--- config.mk ---
export PLATFORM = sky130hd
export DESIGN_NAME = threshold_sequencer_flat
export DESIGN_NICKNAME = d
export VERILOG_FILES = /design/src/rtl/threshold_sequencer_pkg.sv /design/src/rtl/threshold_sequencer_if.sv /design/src/rtl/middle_rd_arbiter.sv /design/src/rtl/threshold_sequencer.sv /design/src/flat_wrapper.sv
export SDC_FILE = /design/constraint.sdc
export NUM_CORES = 1
export LEC_CHECK = 0
export BUFFER_PORTS_ARGS = -buffer_cell sky130_fd_sc_hd__buf_4
export CORE_ASPECT_RATIO = 1.25
export CORE_MARGIN = 2
export CORE_UTILIZATION = 25
export DETAILED_ROUTE_END_ITERATION = 6
export GPL_ROUTABILITY_DRIVEN = 0
export HOLD_SLACK_MARGIN = 0.12
export PLACE_DENSITY = 0.5
export SYNTH_ARGS = -nofsm -noshare
export SYNTH_HDL_FRONTEND = slang
export SYNTH_SLANG_ARGS = --single-unit
--- constraint.sdc ---
create_clock -name clock -period 3 [get_ports clock]
set_input_delay 0.6 -clock clock [delete_from_list [all_inputs] [get_ports clock]]
set_output_delay 0.6 -clock clock [all_outputs]
set_load 0.05 [all_outputs]
--- src/rtl/threshold_sequencer_pkg.sv ---
// Shared definitions for the adaptive-threshold sequencer.
// The stage modules decode global_state using the same encodings.
package threshold_sequencer_pkg;

  localparam int unsigned STATE_W = 3;
  localparam int unsigned CYC_W   = 32;
  localparam int unsigned DATA_W  = 8;

  typedef enum logic [STATE_W-1:0] {
    ST_IDLE   = 3'd0,
    ST_BOX    = 3'd1,
    ST_THRESH = 3'd2,
    ST_DONE   = 3'd3,
    ST_ERROR  = 3'd7
  } state_e;

  // Identifies which requester owns a read that is still in flight.
  typedef struct packed {
    logic th;
    logic dbg;
  } rd_tag_t;

  function automatic logic is_busy(input state_e s);
    return (s == ST_BOX) || (s == ST_THRESH);
  endfunction

endpackage

--- src/rtl/threshold_sequencer_if.sv ---
// Middle-RAM read port shared by the threshold stage and the debug reader.
interface threshold_sequencer_if
  import threshold_sequencer_pkg::*;
#(
  parameter int unsigned WIDTH_BITS  = 8,
  parameter int unsigned HEIGHT_BITS = 8
);
  logic                   iThRdReq;
  logic [WIDTH_BITS-1:0]  iThRdCol;
  logic [HEIGHT_BITS-1:0] iThRdRow;
  logic                   oThRdGrant;
  logic                   oThRdValid;
  logic                   iDbgRdReq;
  logic [WIDTH_BITS-1:0]  iDbgRdCol;
  logic [HEIGHT_BITS-1:0] iDbgRdRow;
  logic                   oDbgRdGrant;
  logic                   oDbgRdValid;
  logic [WIDTH_BITS-1:0]  oRdCol;
  logic [HEIGHT_BITS-1:0] oRdRow;
  logic [DATA_W-1:0]      iRdData;
  logic [DATA_W-1:0]      oRdData;

  modport slave (
    input  iThRdReq, iThRdCol, iThRdRow, iDbgRdReq, iDbgRdCol, iDbgRdRow, iRdData,
    output oThRdGrant, oThRdValid, oDbgRdGrant, oDbgRdValid, oRdCol, oRdRow, oRdData
  );

  modport master (
    output iThRdReq, iThRdCol, iThRdRow, iDbgRdReq, iDbgRdCol, iDbgRdRow, iRdData,
    input  oThRdGrant, oThRdValid, oDbgRdGrant, oDbgRdValid, oRdCol, oRdRow, oRdData
  );

endinterface

--- src/rtl/middle_rd_arbiter.sv ---
// Fixed-priority arbiter for the middle-RAM read port with a tag pipeline
// that steers returned data to the requester that issued the read.
module middle_rd_arbiter
  import threshold_sequencer_pkg::*;
#(
  parameter int unsigned WIDTH_BITS  = 8,
  parameter int unsigned HEIGHT_BITS = 8,
  parameter int unsigned RD_LATENCY  = 1
) (
  input  logic                   clock,
  input  logic                   reset,
  input  logic                   th_eligible,
  threshold_sequencer_if.slave   rd
);

  logic                   th_gnt_c;
  logic                   dbg_gnt_c;
  logic [WIDTH_BITS-1:0]  col_d, col_q;
  logic [HEIGHT_BITS-1:0] row_d, row_q;
  rd_tag_t                tag_d [RD_LATENCY];
  rd_tag_t                tag_q [RD_LATENCY];
  logic                   th_valid_d, th_valid_q;
  logic                   dbg_valid_d, dbg_valid_q;
  logic [DATA_W-1:0]      data_d, data_q;

  always_comb begin
    th_gnt_c  = th_eligible & rd.iThRdReq;
    dbg_gnt_c = rd.iDbgRdReq & ~th_gnt_c;

    // Without a grant the RAM keeps seeing the last address driven.
    col_d = col_q;
    row_d = row_q;
    if (th_gnt_c) begin
      col_d = rd.iThRdCol;
      row_d = rd.iThRdRow;
    end else if (dbg_gnt_c) begin
      col_d = rd.iDbgRdCol;
      row_d = rd.iDbgRdRow;
    end

    tag_d[0].th  = th_gnt_c;
    tag_d[0].dbg = dbg_gnt_c;
    for (int unsigned i = 1; i < RD_LATENCY; i++) begin
      tag_d[i] = tag_q[i-1];
    end

    th_valid_d  = tag_q[RD_LATENCY-1].th;
    dbg_valid_d = tag_q[RD_LATENCY-1].dbg;
    data_d      = rd.iRdData;
  end

  always_ff @(posedge clock or posedge reset) begin
    if (reset) begin
      col_q       <= '0;
      row_q       <= '0;
      for (int unsigned i = 0; i < RD_LATENCY; i++) begin
        tag_q[i] <= '0;
      end
      th_valid_q  <= 1'b0;
      dbg_valid_q <= 1'b0;
      data_q      <= '0;
    end else begin
      col_q       <= col_d;
      row_q       <= row_d;
      tag_q       <= tag_d;
      th_valid_q  <= th_valid_d;
      dbg_valid_q <= dbg_valid_d;
      data_q      <= data_d;
    end
  end

  assign rd.oThRdGrant  = th_gnt_c;
  assign rd.oDbgRdGrant = dbg_gnt_c;
  assign rd.oRdCol      = col_d;
  assign rd.oRdRow      = row_d;
  assign rd.oThRdValid  = th_valid_q;
  assign rd.oDbgRdValid = dbg_valid_q;
  assign rd.oRdData     = data_q;

endmodule

--- src/rtl/threshold_sequencer.sv ---
// Sequences the box-filter and threshold stages with a per-stage watchdog,
// measures busy time, and owns the middle-RAM read arbiter.
module threshold_sequencer
  import threshold_sequencer_pkg::*;
#(
  parameter int unsigned WIDTH_BITS     = 8,
  parameter int unsigned HEIGHT_BITS    = 8,
  parameter int unsigned TIMEOUT_CYCLES = 262144,
  parameter int unsigned RD_LATENCY     = 1
) (
  input  logic                clock,
  input  logic                reset,
  input  logic                iStart,
  output logic [STATE_W-1:0]  global_state,
  input  logic                iBoxFinished,
  input  logic                iThFinished,
  output logic                oBusy,
  output logic                oError,
  output logic [CYC_W-1:0]    oCycles,
  threshold_sequencer_if.slave rd
);

  localparam logic [CYC_W-1:0] WDOG_LAST = CYC_W'(TIMEOUT_CYCLES - 1);

  state_e           state_d, state_q;
  logic [CYC_W-1:0] wdog_d, wdog_q;
  logic [CYC_W-1:0] cycles_d, cycles_q;
  logic             busy_d, busy_q;
  logic             error_d, error_q;
  logic             timeout_c;

  always_comb begin
    state_d   = state_q;
    wdog_d    = wdog_q;
    cycles_d  = cycles_q;
    timeout_c = (wdog_q >= WDOG_LAST);

    // A stage's finished input outranks a watchdog expiry in the same cycle.
    case (state_q)
      ST_IDLE, ST_DONE, ST_ERROR: if (iStart) state_d = ST_BOX;
      ST_BOX: begin
        if (iBoxFinished)   state_d = ST_THRESH;
        else if (timeout_c) state_d = ST_ERROR;
      end
      ST_THRESH: begin
        if (iThFinished)    state_d = ST_DONE;
        else if (timeout_c) state_d = ST_ERROR;
      end
      default: state_d = ST_IDLE;
    endcase

    if (state_d != state_q)  wdog_d = '0;
    else if (is_busy(state_q)) wdog_d = wdog_q + CYC_W'(1);

    if ((state_d == ST_BOX) && (state_q != ST_BOX)) begin
      cycles_d = '0;
    end else if (is_busy(state_q) && (cycles_q != '1)) begin
      cycles_d = cycles_q + CYC_W'(1);
    end

    busy_d  = is_busy(state_d);
    error_d = (state_d == ST_ERROR);
  end

  always_ff @(posedge clock or posedge reset) begin
    if (reset) begin
      state_q  <= ST_IDLE;
      wdog_q   <= '0;
      cycles_q <= '0;
      busy_q   <= 1'b0;
      error_q  <= 1'b0;
    end else begin
      state_q  <= state_d;
      wdog_q   <= wdog_d;
      cycles_q <= cycles_d;
      busy_q   <= busy_d;
      error_q  <= error_d;
    end
  end

  assign global_state = state_q;
  assign oBusy        = busy_q;
  assign oError       = error_q;
  assign oCycles      = cycles_q;

  middle_rd_arbiter #(
    .WIDTH_BITS (WIDTH_BITS),
    .HEIGHT_BITS(HEIGHT_BITS),
    .RD_LATENCY (RD_LATENCY)
  ) u_rd_arb (
    .clock      (clock),
    .reset      (reset),
    .th_eligible(state_q == ST_THRESH),
    .rd         (rd)
  );

endmodule

--- src/flat_wrapper.sv ---
// flat-port wrapper written by rule: the top's interface ports become plain ports
module threshold_sequencer_flat import threshold_sequencer_pkg::*;
#(
  parameter int unsigned WIDTH_BITS     = 8,
  parameter int unsigned HEIGHT_BITS    = 8,
  parameter int unsigned TIMEOUT_CYCLES = 262144,
  parameter int unsigned RD_LATENCY     = 1
)
  (clock, reset, iStart, global_state, iBoxFinished, iThFinished, oBusy, oError, oCycles, rd_iThRdReq, rd_iThRdCol, rd_iThRdRow, rd_iDbgRdReq, rd_iDbgRdCol, rd_iDbgRdRow, rd_iRdData, rd_oThRdGrant, rd_oThRdValid, rd_oDbgRdGrant, rd_oDbgRdValid, rd_oRdCol, rd_oRdRow, rd_oRdData);
  threshold_sequencer_if #(.WIDTH_BITS(WIDTH_BITS), .HEIGHT_BITS(HEIGHT_BITS)) rd_i ();
  input  logic clock;
  input  logic reset;
  input  logic iStart;
  output logic [STATE_W-1:0] global_state;
  input  logic iBoxFinished;
  input  logic iThFinished;
  output logic oBusy;
  output logic oError;
  output logic [CYC_W-1:0] oCycles;
  input wire logic [$bits(rd_i.iThRdReq)-1:0] rd_iThRdReq;
  input wire logic [$bits(rd_i.iThRdCol)-1:0] rd_iThRdCol;
  input wire logic [$bits(rd_i.iThRdRow)-1:0] rd_iThRdRow;
  input wire logic [$bits(rd_i.iDbgRdReq)-1:0] rd_iDbgRdReq;
  input wire logic [$bits(rd_i.iDbgRdCol)-1:0] rd_iDbgRdCol;
  input wire logic [$bits(rd_i.iDbgRdRow)-1:0] rd_iDbgRdRow;
  input wire logic [$bits(rd_i.iRdData)-1:0] rd_iRdData;
  output wire logic [$bits(rd_i.oThRdGrant)-1:0] rd_oThRdGrant;
  output wire logic [$bits(rd_i.oThRdValid)-1:0] rd_oThRdValid;
  output wire logic [$bits(rd_i.oDbgRdGrant)-1:0] rd_oDbgRdGrant;
  output wire logic [$bits(rd_i.oDbgRdValid)-1:0] rd_oDbgRdValid;
  output wire logic [$bits(rd_i.oRdCol)-1:0] rd_oRdCol;
  output wire logic [$bits(rd_i.oRdRow)-1:0] rd_oRdRow;
  output wire logic [$bits(rd_i.oRdData)-1:0] rd_oRdData;
  assign rd_i.iThRdReq = rd_iThRdReq;
  assign rd_i.iThRdCol = rd_iThRdCol;
  assign rd_i.iThRdRow = rd_iThRdRow;
  assign rd_i.iDbgRdReq = rd_iDbgRdReq;
  assign rd_i.iDbgRdCol = rd_iDbgRdCol;
  assign rd_i.iDbgRdRow = rd_iDbgRdRow;
  assign rd_i.iRdData = rd_iRdData;
  assign rd_oThRdGrant = rd_i.oThRdGrant;
  assign rd_oThRdValid = rd_i.oThRdValid;
  assign rd_oDbgRdGrant = rd_i.oDbgRdGrant;
  assign rd_oDbgRdValid = rd_i.oDbgRdValid;
  assign rd_oRdCol = rd_i.oRdCol;
  assign rd_oRdRow = rd_i.oRdRow;
  assign rd_oRdData = rd_i.oRdData;
  threshold_sequencer #(.WIDTH_BITS(WIDTH_BITS), .HEIGHT_BITS(HEIGHT_BITS), .TIMEOUT_CYCLES(TIMEOUT_CYCLES), .RD_LATENCY(RD_LATENCY)) u_core (.clock(clock), .reset(reset), .iStart(iStart), .global_state(global_state), .iBoxFinished(iBoxFinished), .iThFinished(iThFinished), .oBusy(oBusy), .oError(oError), .oCycles(oCycles), .rd(rd_i));
endmodule
==> impl_metrics.env <==
export IMPL_routed_wire_length_per_instance_um=15.2
export IMPL_tritoncts="done"
export IMPL_ys_warn_count=0
export IMPL_net_total_in_the_final_layout=639
export IMPL_cts_num_sinks=97
export IMPL_drc_errors=0
export IMPL_grt_overflow=0
export IMPL_hold_ws_ns=0.300
export IMPL_async_flop_share_pct=100
export IMPL_place_detailed_hpwl_um=8960
export IMPL_netlist_area_leader_share_pct=51.7
export IMPL_dr_total_vias=4065
export IMPL_via_per_inst=4.92
export IMPL_timing_rr_end="u_core.oCycles[2]"
export IMPL_drive_gt1_share_pct=25.2
export IMPL_die_width_um=127
export IMPL_mostFrequentLayoutCell="sky130_fd_sc_hd__buf_4"
export IMPL_vdd_ir_drop_worst_mv=0.257
export IMPL_worstMarginPinSlew_ns=1.14
export IMPL_global_route_wire_length_before_repair_um=20100
export IMPL_floorplan_initialDensity_pct=25.3
export IMPL_syn2layout_area_growth_pct=31.0
export IMPL_final_clock_period_utilization_by_the_worst_path_pct=92.3
export IMPL_rr_worst_depth=7
export IMPL_floorplan_rows=56
export IMPL_synthDominantAreaCellType="sky130_fd_sc_hd__dfrtp_1"
export IMPL_synth_top_flop_cell="sky130_fd_sc_hd__dfrtp_1"
export IMPL_number_of_cts_inserted_buffers=9
export IMPL_layout_core_utilization_pct=33.1
export IMPL_leakage_nw=2.67
export IMPL_n_fill_cell=1920
export IMPL_design_die_area_um2=19900
export IMPL_cp_arrival_ns=3.01
export IMPL_reg2reg_from="u_core.oCycles[1]"
export IMPL_io_pins=112
export IMPL_worstSetupStartpointType="flop"
export IMPL_grtUsageTotal_pct=12.5
export IMPL_cts_root_buf="sky130_fd_sc_hd__clkbuf_16"
export IMPL_drt_iter0_markers=202
export IMPL_grt_setup_unrepaired="no"
export IMPL_period_needed_ns=2.77
export IMPL_final_hold_violation_count=0
export IMPL_clk_path_buf_depth=2
export IMPL_floorplan_core_area_um2=18600
export IMPL_setup_reg_to_reg_worst_slack_ns=0.23
export IMPL_cellPowerDensity_nw_per_um2=728
export IMPL_port_buffer_count=111
export IMPL_synth_nets=526
export IMPL_synth_cell_types=47
export IMPL_ys_seq_area_share_pct=51.7
export IMPL_worst_path_max_fanout=11
export IMPL_outcome="complete, no violations"
export IMPL_max_freq_ghz=0.361
export IMPL_path_type_of_the_worst_min_delay_path="in2async"
export IMPL_cts_hold_repair_buffers=0
export IMPL_synth_top_cells_by_area="sky130_fd_sc_hd__dfrtp_1, sky130_fd_sc_hd__xor2_1, sky130_fd_sc_hd__mux2i_1, sky130_fd_sc_hd__o21ai_0, sky130_fd_sc_hd__nand2_1"
export IMPL_post_cts_setup_buffer_count=0
export IMPL_synth_enable_flop_cells=0
export IMPL_cts_resized_gates=0
export IMPL_synth_seq_cells=97
export IMPL_die_y_um=157
export IMPL_synthesis_area_per_instance_um2=9.85
export IMPL_multi_input_comb_area_um2=2150
export IMPL_num_antenna_cells=0
export IMPL_antenna_found_initial=0
export IMPL_commonest_cells_after_routing_fill_and_taps_aside="sky130_fd_sc_hd__buf_4, sky130_fd_sc_hd__dfrtp_1, sky130_fd_sc_hd__nand2_1"
export IMPL_setup_worst_path_end_class="flop"
export IMPL_timing_critical_path_required_ns=3.24
export IMPL_post_synth_inst_count=477
export IMPL_worst_setup_hold_path_clk_slew_ns=0.07
export IMPL_cap_viol_max_count=0
export IMPL_timing_max_slew_rel_slack_pct=23.3
export IMPL_synth_area_um2=4700
export IMPL_sequential_cell_area_um2=2430
export IMPL_vias_in_the_first_global_route=3961
export IMPL_htreeDepth=3
export IMPL_timing_clock_skew_ns=0.00964
export IMPL_detail_route_antenna_nets=0
export IMPL_timing_worst_setup_path_type="reg2reg"
export IMPL_report_final_slew_viol_count=0
export IMPL_setup_viol_count_final=0
export IMPL_grt_start_max_net_pins=59
export IMPL_routed_wl_um=12600
export IMPL_firstDrtPassIters=4
export IMPL_worstSkewPairLatency_ns=0.34
## metrics by stage
step	instances	setup TNS [ns]	setup slack, ns	power (mW)	instance area, um^2
finish	827	0	0.231	4.48	6150
detailed placement	811	0	0.271	3.37	5860
floorplan	477	-0.268	-0.0592	2.78	4700
global placement	811	0	0.407	3.34	5860
CTS	827	0	0.211	4.55	6150
global route	827	0	0.0390	4.74	6150
## logic make-up after synthesis
family | synth area share (%)
AO/OA/AOI/OAI | 12.5
adder cells (fa/ha/maj) | 0.533
flip-flops | 51.7
AND/OR/NAND/NOR | 22.5
multiplexers | 4.08
XOR/XNOR | 5.97
buffers and inverters | 2.72
## layout make-up
cell class                      instances  share of cell area, %
Timing Repair Buffer                  126                   15.8
Clock inverter                          5                  0.915
Tap cell                              232                   4.72
Clock buffer                           11                   3.78
Sequential cell                        97                   39.4
Multi-Input combinational cell        349                   34.9
Inverter                                7                  0.488
## critical path, stage by stage, from the launching register on
cell and delay (ns):
sky130_fd_sc_hd__dfrtp_1 0.44, sky130_fd_sc_hd__ha_1 0.26, sky130_fd_sc_hd__and4_1 0.29, sky130_fd_sc_hd__nand4_1 0.17
sky130_fd_sc_hd__o31ai_1 0.98, sky130_fd_sc_hd__buf_4 0.32, sky130_fd_sc_hd__o211ai_1 0.10, sky130_fd_sc_hd__o31ai_1 0.11
## how the worst max path moves through the flow
stage	start	end	slack, ns	depth (start not counted)
CTS	u_core.global_state[0]	rd_oRdCol[2]	0.21	5
finish	u_core.oCycles[1]	u_core.oCycles[2]	0.23	7
global placement	u_core.oCycles[1]	u_core.oCycles[8]	0.41	7
global route	u_core.oCycles[1]	u_core.oCycles[4]	0.04	7
detailed placement	u_core.oCycles[1]	u_core.oCycles[2]	0.27	7
floorplan	u_core.global_state[0]	rd_oRdCol[1]	-0.06	5
## cells in the mapped netlist, types with 3 or more instances
library cell	count
sky130_fd_sc_hd__dfrtp_1	97
sky130_fd_sc_hd__clkbuf_1	16
sky130_fd_sc_hd__or3_1	15
sky130_fd_sc_hd__a41oi_1	3
sky130_fd_sc_hd__and3_1	9
sky130_fd_sc_hd__nor4_1	5
sky130_fd_sc_hd__or4_1	7
sky130_fd_sc_hd__and2_1	3
sky130_fd_sc_hd__o21ai_0	34
sky130_fd_sc_hd__nand3_1	23
sky130_fd_sc_hd__o31ai_1	15
sky130_fd_sc_hd__nor2_1	43
sky130_fd_sc_hd__and4_1	8
sky130_fd_sc_hd__mux2i_1	18
sky130_fd_sc_hd__xnor2_1	10
sky130_fd_sc_hd__buf_2	6
sky130_fd_sc_hd__inv_1	7
sky130_fd_sc_hd__nand4_1	20
sky130_fd_sc_hd__xor2_1	22
sky130_fd_sc_hd__or2_2	3
sky130_fd_sc_hd__a21oi_1	25
sky130_fd_sc_hd__nand2_1	45
sky130_fd_sc_hd__o211ai_1	7
sky130_fd_sc_hd__nor3_1	7
## report_power, final
| group | total (mW) | switching (mW) | internal, mW |
|---|---|---|---|
| Combinational | 1.75 | 1.22 | 0.527 |
| Sequential | 1.58 | 0.126 | 1.45 |
| Clock | 1.15 | 0.507 | 0.647 |
## per-layer routing
metal  track usage [%]  wire, um  vias to the layer above
met5                 0         0                        -
met1              14.9      5350                     2018
met4              4.24       143                        0
met3              2.48       511                        8
li1                  -         -                     1955
met2              22.5      6560                       84
## registers in the layout, indices dropped and copies added, names as in the netlist
name / cells
u_core.u_rd_arb.row_q: 8
u_core.wdog_q: 32
u_core.u_rd_arb.dbg_valid_d: 1
u_core.u_rd_arb.rd.oThRdValid: 1
u_core.global_state: 3
u_core.u_rd_arb.rd.oRdData: 8
u_core.u_rd_arb.th_valid_d: 1
u_core.oCycles: 32
u_core.oBusy: 1
u_core.u_rd_arb.col_q: 8
u_core.oError: 1
u_core.u_rd_arb.rd.oDbgRdValid: 1
(Power assumes the default switching activity.)
